**config.mk**
```make
export PLATFORM = sky130hd
export DESIGN_NAME = writeback_queue_flat
export DESIGN_NICKNAME = d
export VERILOG_FILES = /design/src/rtl/writeback_queue_if.sv /design/src/rtl/writeback_queue.sv /design/src/flat_wrapper.sv
export SDC_FILE = /design/constraint.sdc
export NUM_CORES = 1
export LEC_CHECK = 0
export ABC_AREA = 1
export ABC_CLOCK_PERIOD_IN_PS = 2300
export BUFFER_PORTS_ARGS = -buffer_cell sky130_fd_sc_hd__buf_4
export CAP_MARGIN = 40
export CORE_UTILIZATION = 53
export CTS_CLUSTER_SIZE = 12
export DETAILED_ROUTE_END_ITERATION = 10
export PLACE_DENSITY = 0.74
export SETUP_SLACK_MARGIN = 0.2
export SYNTH_ARGS = -nofsm -noshare
export SYNTH_HDL_FRONTEND = slang
export SYNTH_SLANG_ARGS = --single-unit
```
**constraint.sdc**
```tcl
create_clock -name clk -period 2.3 [get_ports clk]
set_input_delay 0.345 -clock clk [delete_from_list [all_inputs] [get_ports clk]]
set_output_delay 0.345 -clock clk [all_outputs]
set_load 0.005 [all_outputs]
```
**src/rtl/writeback_queue_if.sv**
```systemverilog
// writeback_queue_if
//   Bundles the writeback stage traffic: the ALU and long-latency result
//   handshakes, the registered register-file write port, the pending-write
//   mask and the sticky ordering-error flag.
//   master : result producers / register file side (drives valid + payload)
//   slave  : the writeback_queue itself (drives ready, write port, mask, flag)
interface writeback_queue_if #(
    parameter int unsigned DATA_WIDTH = 32,
    parameter int unsigned ADDR_WIDTH = 5
) ();
    logic                       alu_valid;
    logic                       alu_ready;
    logic [ADDR_WIDTH-1:0]      alu_rd;
    logic [DATA_WIDTH-1:0]      alu_data;

    logic                       mem_valid;
    logic                       mem_ready;
    logic [ADDR_WIDTH-1:0]      mem_rd;
    logic [DATA_WIDTH-1:0]      mem_data;

    logic                       ctrl_reg_w;
    logic [ADDR_WIDTH-1:0]      reg_num_w;
    logic [DATA_WIDTH-1:0]      w_data;

    logic [2**ADDR_WIDTH-1:0]   pending_mask;
    logic                       order_err;

    modport master (
        output alu_valid, alu_rd, alu_data,
        output mem_valid, mem_rd, mem_data,
        input  alu_ready, mem_ready,
        input  ctrl_reg_w, reg_num_w, w_data,
        input  pending_mask, order_err
    );

    modport slave (
        input  alu_valid, alu_rd, alu_data,
        input  mem_valid, mem_rd, mem_data,
        output alu_ready, mem_ready,
        output ctrl_reg_w, reg_num_w, w_data,
        output pending_mask, order_err
    );
endinterface

```
**src/rtl/writeback_queue.sv**
```systemverilog
// writeback_queue
//   Writeback stage feeding the integer register file write port. Single-cycle
//   ALU results win arbitration; long-latency results wait in an in-order FIFO
//   and are popped whenever the ALU is not writing. A starvation counter forces
//   one ALU hold cycle after STARVE_LIMIT consecutive lost cycles of a waiting
//   FIFO head. The write port is registered (one write per cycle).
// Ports
//   clk : rising-edge clock
//   rst : asynchronous active-low reset
//   bus : writeback_queue_if.slave
//         alu_valid/alu_ready/alu_rd/alu_data   ALU result handshake
//         mem_valid/mem_ready/mem_rd/mem_data   long-latency result handshake
//         ctrl_reg_w/reg_num_w/w_data           registered register-file write
//         pending_mask                          destinations held in the FIFO
//         order_err                             sticky ALU-over-pending hazard
module writeback_queue #(
    parameter int unsigned DATA_WIDTH   = 32,
    parameter int unsigned ADDR_WIDTH   = 5,
    parameter int unsigned FIFO_DEPTH   = 4,
    parameter int unsigned STARVE_LIMIT = 8
) (
    input  logic              clk,
    input  logic              rst,
    writeback_queue_if.slave  bus
);
    localparam int unsigned PTR_W = $clog2(FIFO_DEPTH);
    localparam int unsigned CNT_W = PTR_W + 1;
    localparam int unsigned STV_W = $clog2(STARVE_LIMIT + 1);
    localparam int unsigned NREG  = 2**ADDR_WIDTH;

    logic [ADDR_WIDTH-1:0] q_rd   [FIFO_DEPTH];
    logic [DATA_WIDTH-1:0] q_data [FIFO_DEPTH];
    logic [PTR_W-1:0]      rd_ptr;
    logic [PTR_W-1:0]      wr_ptr;
    logic [CNT_W-1:0]      count;
    logic [STV_W-1:0]      starve_cnt;

    logic                  wr_en_q;
    logic [ADDR_WIDTH-1:0] wr_rd_q;
    logic [DATA_WIDTH-1:0] wr_data_q;
    logic                  order_err_q;

    logic                  full;
    logic                  empty;
    logic                  hold;
    logic                  alu_fire;
    logic                  alu_wr;
    logic                  push;
    logic                  pop;
    logic [NREG-1:0]       pend;
    logic [PTR_W-1:0]      off;

    // Arbitration. A hold cycle is simply the cycle in which the starve
    // counter sits at its limit; the counter only grows while the FIFO is
    // non-empty, so the head is always there to pop.
    always_comb begin
        full     = (count == CNT_W'(FIFO_DEPTH));
        empty    = (count == '0);
        hold     = (starve_cnt == STV_W'(STARVE_LIMIT));
        alu_fire = bus.alu_valid && !hold;
        alu_wr   = alu_fire && (bus.alu_rd != '0);
        pop      = !empty && !alu_wr;
        push     = bus.mem_valid && !full;
    end

    // Pending mask: slot i is live when its distance from the read pointer
    // (modulo depth) is below the occupancy count.
    always_comb begin
        pend = '0;
        off  = '0;
        for (int unsigned i = 0; i < FIFO_DEPTH; i++) begin
            off = PTR_W'(i) - rd_ptr;
            if ({1'b0, off} < count) begin
                pend[q_rd[i]] = 1'b1;
            end
        end
        pend[0] = 1'b0;
    end

    always_ff @(posedge clk or negedge rst) begin
        if (!rst) begin
            rd_ptr      <= '0;
            wr_ptr      <= '0;
            count       <= '0;
            starve_cnt  <= '0;
            wr_en_q     <= 1'b0;
            wr_rd_q     <= '0;
            wr_data_q   <= '0;
            order_err_q <= 1'b0;
            for (int unsigned i = 0; i < FIFO_DEPTH; i++) begin
                q_rd[i]   <= '0;
                q_data[i] <= '0;
            end
        end else begin
            if (push) begin
                q_rd[wr_ptr]   <= bus.mem_rd;
                q_data[wr_ptr] <= bus.mem_data;
                wr_ptr         <= wr_ptr + PTR_W'(1);
            end
            if (pop) begin
                rd_ptr <= rd_ptr + PTR_W'(1);
            end

            if (push && !pop) begin
                count <= count + CNT_W'(1);
            end else if (!push && pop) begin
                count <= count - CNT_W'(1);
            end

            if (pop) begin
                starve_cnt <= '0;
            end else if (!empty && alu_wr) begin
                starve_cnt <= starve_cnt + STV_W'(1);
            end

            // Heads targeting x0 are popped without a write.
            if (alu_wr) begin
                wr_en_q   <= 1'b1;
                wr_rd_q   <= bus.alu_rd;
                wr_data_q <= bus.alu_data;
            end else if (pop && (q_rd[rd_ptr] != '0)) begin
                wr_en_q   <= 1'b1;
                wr_rd_q   <= q_rd[rd_ptr];
                wr_data_q <= q_data[rd_ptr];
            end else begin
                wr_en_q   <= 1'b0;
            end

            if (alu_wr && pend[bus.alu_rd]) begin
                order_err_q <= 1'b1;
            end
        end
    end

    assign bus.alu_ready    = !hold;
    assign bus.mem_ready    = !full;
    assign bus.ctrl_reg_w   = wr_en_q;
    assign bus.reg_num_w    = wr_rd_q;
    assign bus.w_data       = wr_data_q;
    assign bus.pending_mask = pend;
    assign bus.order_err    = order_err_q;
endmodule
```
**src/flat_wrapper.sv**
```systemverilog
// flat-port wrapper written by rule: the top's interface ports become plain ports
module writeback_queue_flat 
#(
    parameter int unsigned DATA_WIDTH   = 32,
    parameter int unsigned ADDR_WIDTH   = 5,
    parameter int unsigned FIFO_DEPTH   = 4,
    parameter int unsigned STARVE_LIMIT = 8
)
  (clk, rst, bus_alu_valid, bus_alu_rd, bus_alu_data, bus_mem_valid, bus_mem_rd, bus_mem_data, bus_alu_ready, bus_mem_ready, bus_ctrl_reg_w, bus_reg_num_w, bus_w_data, bus_pending_mask, bus_order_err);
  writeback_queue_if #(.DATA_WIDTH(DATA_WIDTH), .ADDR_WIDTH(ADDR_WIDTH)) bus_i ();
  input  logic clk;
  input  logic rst;
  input wire logic [$bits(bus_i.alu_valid)-1:0] bus_alu_valid;
  input wire logic [$bits(bus_i.alu_rd)-1:0] bus_alu_rd;
  input wire logic [$bits(bus_i.alu_data)-1:0] bus_alu_data;
  input wire logic [$bits(bus_i.mem_valid)-1:0] bus_mem_valid;
  input wire logic [$bits(bus_i.mem_rd)-1:0] bus_mem_rd;
  input wire logic [$bits(bus_i.mem_data)-1:0] bus_mem_data;
  output wire logic [$bits(bus_i.alu_ready)-1:0] bus_alu_ready;
  output wire logic [$bits(bus_i.mem_ready)-1:0] bus_mem_ready;
  output wire logic [$bits(bus_i.ctrl_reg_w)-1:0] bus_ctrl_reg_w;
  output wire logic [$bits(bus_i.reg_num_w)-1:0] bus_reg_num_w;
  output wire logic [$bits(bus_i.w_data)-1:0] bus_w_data;
  output wire logic [$bits(bus_i.pending_mask)-1:0] bus_pending_mask;
  output wire logic [$bits(bus_i.order_err)-1:0] bus_order_err;
  assign bus_i.alu_valid = bus_alu_valid;
  assign bus_i.alu_rd = bus_alu_rd;
  assign bus_i.alu_data = bus_alu_data;
  assign bus_i.mem_valid = bus_mem_valid;
  assign bus_i.mem_rd = bus_mem_rd;
  assign bus_i.mem_data = bus_mem_data;
  assign bus_alu_ready = bus_i.alu_ready;
  assign bus_mem_ready = bus_i.mem_ready;
  assign bus_ctrl_reg_w = bus_i.ctrl_reg_w;
  assign bus_reg_num_w = bus_i.reg_num_w;
  assign bus_w_data = bus_i.w_data;
  assign bus_pending_mask = bus_i.pending_mask;
  assign bus_order_err = bus_i.order_err;
  writeback_queue #(.DATA_WIDTH(DATA_WIDTH), .ADDR_WIDTH(ADDR_WIDTH), .FIFO_DEPTH(FIFO_DEPTH), .STARVE_LIMIT(STARVE_LIMIT)) u_core (.clk(clk), .rst(rst), .bus(bus_i));
endmodule
```
Word-level counts from Yosys, hierarchy flattened
Cells that the tools add are included.
{"block": "word_totals", "reg_bits": 198, "in_bits": 78, "out_inout_bits": 73}
{"block": "classes", "add_sub_neg": 9, "n_lt_le_gt_ge": 16, "n_eq_ne": 2, "muxes": 36, "n_bitwise": 5, "n_reduce_logical": 26}
{"cell": "two-way mux 32 bit", "n": 9}
{"cell": "bitwise mux 128 bit", "n": 1}
{"cell": "OR 32 bit", "n": 3}
{"cell": "binary-select mux 32 bit (select 2 bit)", "n": 1}
{"cell": "demux 32 bit (select 2 bit)", "n": 1}
{"cell": "less-than comparator 5 x 6 -> 1 bit, second input constant", "n": 5}
{"cell": "two-way mux 5 bit", "n": 5}
{"cell": "bitwise mux 20 bit", "n": 1}
{"cell": "demux 1 bit (select 5 bit)", "n": 4}
{"cell": "greater-or-equal comparator 5 x 1 -> 1 bit, second input constant", "n": 4}
{"cell": "logical AND 1 bit", "n": 14}
{"cell": "less-than comparator 2 x 3 -> 1 bit", "n": 4}
{"cell": "binary-select mux 5 bit (select 2 bit)", "n": 1}
{"cell": "demux 5 bit (select 2 bit)", "n": 1}
{"cell": "nonzero test 5 bit", "n": 2}
{"cell": "two-way mux 4 bit", "n": 2}
{"cell": "two-way mux 1 bit", "n": 7}
{"cell": "greater-or-equal comparator 3 bit, second input constant", "n": 2}
{"cell": "zero test 1 bit", "n": 6}
{"cell": "two-way mux 3 bit", "n": 2}
{"cell": "inverter 2 -> 3 bit", "n": 2}
{"cell": "nonzero test 2 bit", "n": 3}
{"cell": "binary-select mux 1 bit (select 5 bit)", "n": 1}
{"cell": "adder 2 x 1 -> 2 bit, second input constant", "n": 2}
{"cell": "other kinds (9)", "n": 11}

Logic depth before layout (Yosys ltp)
{"block": "logic_depth", "ltp_word": 14, "depth_mapped": 21, "ltp_nobuf": 20}

Worst setup path after synthesis
OpenSTA, ideal clock, no wires.
{"block": "synth_timing", "path_type": "register to register", "startpoint": "register u_core.rd_ptr[0]", "endpoint": "register u_core.order_err_q (netlist: u_core.bus.order_err)", "arrival_time_ns": 2.310, "required_ns": 2.176, "setup_slack_ns": -0.134, "stages_incl_launch_ff": 21, "synth_period_minus_slack_ns": 2.434, "path_cell_list": "dfrtp_1 -> buf_2 -> nor2_2 -> inv_2 -> nand2_1 -> inv_1 -> ha_1 -> inv_1 -> nor2_1 -> nand2_1 -> nand2_1 -> buf_2 -> nor2_1 -> nor2_1 -> nand3_1 -> nand2_1 -> nand3_1 -> nand2_1 -> nand3_1 -> nand3_1 -> nand3_1"}
{"block": "synth_via", "elab_chain_cells": 12}
{"element": "start, declared", "line_no": "writeback_queue.sv:33", "text": "logic [PTR_W-1:0] rd_ptr;"}
{"element": "start signal, assigned", "line_no": "writeback_queue.sv:101", "text": "rd_ptr <= rd_ptr + PTR_W'(1);"}
{"element": "subtractor 1 x 2 -> 2 bit", "line_no": "writeback_queue.sv:72", "text": "off = PTR_W'(i) - rd_ptr;"}
{"element": "less-than comparator 2 x 3 -> 1 bit", "line_no": "writeback_queue.sv:73", "text": "if ({1'b0, off} < count) begin"}
{"element": "two-way mux 32 bit", "line_no": "writeback_queue.sv:73"}
{"element": "OR 32 bit (no line)"}
{"element": "two-way mux 32 bit", "line_no": "writeback_queue.sv:73"}
{"element": "OR 32 bit (no line)"}
{"element": "two-way mux 32 bit", "line_no": "writeback_queue.sv:73"}
{"element": "OR 32 bit (no line)"}
{"element": "two-way mux 32 bit *", "line_no": "writeback_queue.sv:73"}
{"element": "named net bus_pending_mask[18]", "line_no": "flat_wrapper.sv:24", "text": "output wire logic [$bits(bus_i.pending_mask)-1:0] bus_pending_mask;"}
{"element": "binary-select mux 1 bit (select 5 bit) *", "line_no": "writeback_queue.sv:129", "text": "if (alu_wr && pend[bus.alu_rd]) begin"}
{"element": "two-way mux 1 bit (not written as such) *", "line_no": "writeback_queue.sv:129"}
{"element": "logical AND 1 bit *", "line_no": "writeback_queue.sv:129"}
{"element": "end signal, assigned", "line_no": "writeback_queue.sv:89", "text": "order_err_q <= 1'b0;"}
{"element": "end signal, assigned", "line_no": "writeback_queue.sv:130", "text": "order_err_q <= 1'b1;"}
{"element": "end, declared", "line_no": "writeback_queue.sv:41", "text": "logic order_err_q;"}
The timed path passes the listed nets; every way through them passes the cells marked *. The select of a mux whose other input is x is not followed.
A chain may end at the register's enable or synchronous reset.

Final worst setup path
{"block": "layout_timing", "startpoint": "register u_core.rd_ptr[1]", "endpoint": "output bus_pending_mask[11]"}
{"block": "layout_via", "elab_chain_cells": 9}
{"element": "subtractor 1 x 2 -> 2 bit", "line_no": "writeback_queue.sv:72"}
{"element": "less-than comparator 2 x 3 -> 1 bit", "line_no": "writeback_queue.sv:73"}
{"element": "two-way mux 32 bit", "line_no": "writeback_queue.sv:73"}
{"element": "OR 32 bit (no line)"}
{"element": "two-way mux 32 bit", "line_no": "writeback_queue.sv:73"}
{"element": "OR 32 bit (no line)"}
{"element": "two-way mux 32 bit", "line_no": "writeback_queue.sv:73"}
{"element": "OR 32 bit (no line)"}
{"element": "two-way mux 32 bit *", "line_no": "writeback_queue.sv:73"}
{"element": "end, declared", "line_no": "flat_wrapper.sv:24"}
Every way passes the cells marked *; elsewhere a longest branch is shown, timed or not.

==> results.md <==
* Slew Viols, Final at 0
* Layout cell share with drive strength beyond 1 at between 20% and 30%
* Syn Inst Count at 1582
* Least-Margin Pin Slew at 592 ps
* Worst R2R Setup Slack at -440 ps
* Final setup skew at 17.3 ps
* Via density at 5.52
* GP Congestion at 1.07
* Synth Warn # at 0
* Clock Path Buffers at 2
* Post-Syn Area at 0.0109 mm2
* Final Hold Fails at 0
* Initial cell density of the core at 54.1%
* Antenna cells at 0
* Peak Freq at approximately 0.36 GHz
* Synthesized area per cell at roughly 6.9 um2
* Ys async rst share at 100%
* Post-route clock period utilization at 119%
* Number of enable flip-flop cells after synthesis at 0
* Hold Path Origin: bus_alu_data[15]
* Crit-path max FO at 6
* Synthesized net count at 1672
* Critical Path Max Stage Delay at 450 ps
* Post-synthesis sequential area ratio at 45.4%
* Final setup margin at -445 ps
* Layout fillers at 1688
* Slowest cell on the critical path: dfrtp_2
* First-pass GRT wire length at roughly 57000 um
* Max-cap violation count at 0
* Synth top area cells: dfrtp_1 45%, nand2_1 22%, o21ai_0 7.3%
* Largest net degree at the start of global routing at 75
* CTS tree: yes
* GRT Overall Usage at between 30% and 40%
* CP required at 1960 ps
* Total Wirelength at 36100 um
* Clk network pwr share at 14.9%
* Area Overhead vs Synth at 31.8%
* CTS buffer count at 17
* Switching portion of total power at about 45%
* Sw Pwr at approximately 9.2 mW
* Comb pwr share at 54.6%
* End of the critical path: bus_pending_mask[11]
* Die area at between 0.02 and 0.025 mm2
* Netlist cell types at 31
* IO Pins at 151
* TNS Setup at -11920 ps
* Initial antenna violation count at 0
* Area leader, netlist: dfrtp_1
* Cells along the critical path: nor2_4 -> inv_2 -> nand2_2 -> inv_2 -> ha_4 -> inv_2 -> nor2_2 -> nand2_2 -> nand2_4 -> buf_6 -> nor3_2 -> nor2_1 -> nand2_1 -> buf_4
* Startpoint Class: flip-flop
* Die width at 145 um
* Post-synth top area share at 45.4%
* VDD IR-drop max at a little under 0.0008 V
* Worst-skew pair later-pin latency at 440 ps
* Pre-CTS setup slack at -121 ps
* Number of routed nets with antenna violations at 0
* Drt first pass iters at 7
* R2R depth at 21
* # setup viols final at 32
* Seq pwr share at 30.5%
* Vias in the first global route at between 10000 and 15000
* Crit Path Class: reg -> out
* Synth Flop Type: dfrtp_1
* Worst setup EP type: primary output
* Clock sink count at 198
* Failing checks: setup timing
* RR Startpoint: u_core.rd_ptr[1]$_DFFE_PN0P_
* Fin crit period at 2740 ps
* Yosys reg bits at approximately 200
* Crit path launch: u_core.rd_ptr[1]$_DFFE_PN0P_
* RSZ-0062 raised after global routing: yes
* Pint at 11.1 mW
* GRT overflow at 0
* H-Tree Depth at 4
* Hpwl dp at around 25000 um
* # DRC at 0
* Slew headroom at about three fifths
* Routed via count at 11500
* Crit path top cell by count: inv_2
* Port buffer count at 149
* Chip height at 145 um
* Layout Nets at 1883
* HP Class: in -> reg
* DR WL/cell at between 15 and 20 um
* Core area at roughly 0.020 mm2
* Clock root buffer: clkbuf_16
* Initial DRC count at ~1000
* Reg2reg end: u_core.bus.order_err$_DFFE_PN0P_
* Final Power at ~20 mW
* Std-Cell Rows at 52
* Crit path DAT at 2400 ps
* LEAKAGE at 7.45 nW
* Pwr dens at approximately 1400 mW/mm2
* Clock slew at reported path FFs at approximately 80 ps
* Run status: finished with violations
[what timing repair did]
action,in CTS,in global routing
pin swaps,49,39
gates cloned,2,0
setup endpoints to repair,72,72
setup buffers,29,9
endpoints found under the hold margin,54,0
hold buffers,1,0
gates resized for setup,104,74
[through the flow]
stage                     util, %  instances  hold WS [ps]  instance area, um2
after CTS                    69.6       2067           178               14000
final                        71.2       2076           186               14400
after global routing         71.2       2076           195               14400
after global placement       63.5       2003           357               12800
after floorplan                 -       1582          49.4               11000
after detailed placement     63.5       2003           361               12800
[cells by family (layout without fill, tap and decap cells)]
family | count (synthesis) | in the layout | share of synthesized area (%)
buf+inv | 204 | 428 | 7.62
fa+ha+maj | 12 | 12 | 1.45
simple gates | 981 | 981 | 36.5
compound gates | 181 | 181 | 8.60
flops | 198 | 198 | 45.4
xor+xnor | 5 | 5 | 0.402
other cells | 1 | 1 | 0.0344
[worst max-delay path, delay by kind of cell, from the launching register on]
family | cells | cell delay (ps)
and+or+nand+nor | 8 | 850
buffers and inverters | 5 | 400
DFF | 1 | 450
adders and majority gates | 1 | 250
[synthesized netlist by cell type (all sizes together) (2+ instances only)]
cell	number
nand3	106
a21oi	10
inv	122
nand4	42
ha	11
buf	35
nor2	182
nand2	625
a22oi	2
a221oi	3
o22ai	2
nor3	23
xor2	4
o21ai	162
clkbuf	47
dfrtp	198
o221ai	2
[layout make-up]
type,count,area (um2),area share [%]
multi-input cells,1180,5650,39.3
clock buffers,18,429,2.99
well taps,270,338,2.35
clock inverters,14,173,1.20
inverters,122,463,3.22
flip-flops and latches,198,4960,34.5
repair buffers,274,2360,16.4
[cells in the final DEF, fill, tap and decap left out, types with 7 or more instances in the layout]
cell type	synthesis	layout
nand2_1	625	591
buf_4	5	227
dfrtp_1	198	197
o21ai_0	159	157
nor2_1	177	130
inv_1	116	103
nand3_1	106	91
nand4_1	42	42
nor2_2	4	34
buf_6	3	30
nand2_2	0	29
nor3_1	23	21
nor2_4	1	18
inv_2	6	17
clkbuf_16	0	17
nand3_2	0	12
buf_12	0	12
ha_1	11	7
[metal layers]
layer / global-route usage (%) / vias up / share of wire (%)
met3: 6.49 / 71 / 8.3
met5: 0 / - / 0
met2: 55.7 / 567 / 47
li1: - / 5434 / -
met4: 13.1 / 0 / 2.6
met1: 46.0 / 5390 / 42
[flip-flops by register name, summed over array words and instances, names as in the netlist]
name,flops
u_core.bus.ctrl_reg_w,1
u_core.bus.order_err,1
u_core.bus.reg_num_w,5
u_core.bus.w_data,32
u_core.count,3
u_core.q_data,128
u_core.q_rd,20
u_core.rd_ptr,2
u_core.starve_cnt,4
u_core.wr_ptr,2
[power groups by stage]
stage                     sequential [mW]  combinational, mW  clock (mW)
after floorplan                      5.86               5.49           0
after global placement               6.12               9.17           0
after detailed placement             6.17               9.31           0
after CTS                            6.15               10.4        3.07
after global routing                 6.38               12.1        3.19
final                                6.19               11.1        3.03
[worst min path at each step]
stage / to / slack (ps) / cells after the start
5_1_grt: u_core.bus.w_data[29]$_DFFE_PN0P_ / 200 / 5
3_5_place_dp: u_core.bus.w_data[25]$_DFFE_PN0P_ / 360 / 1
2_1_floorplan: u_core.bus.ctrl_reg_w$_DFF_PN0_ / 50 / 0
3_3_place_gp: u_core.bus.w_data[23]$_DFFE_PN0P_ / 360 / 1
4_1_cts: u_core.bus.w_data[15]$_DFFE_PN0P_ / 180 / 5
6_report: u_core.bus.w_data[15]$_DFFE_PN0P_ / 190 / 5
No activity file was read; power rests on OpenSTA's default activity.
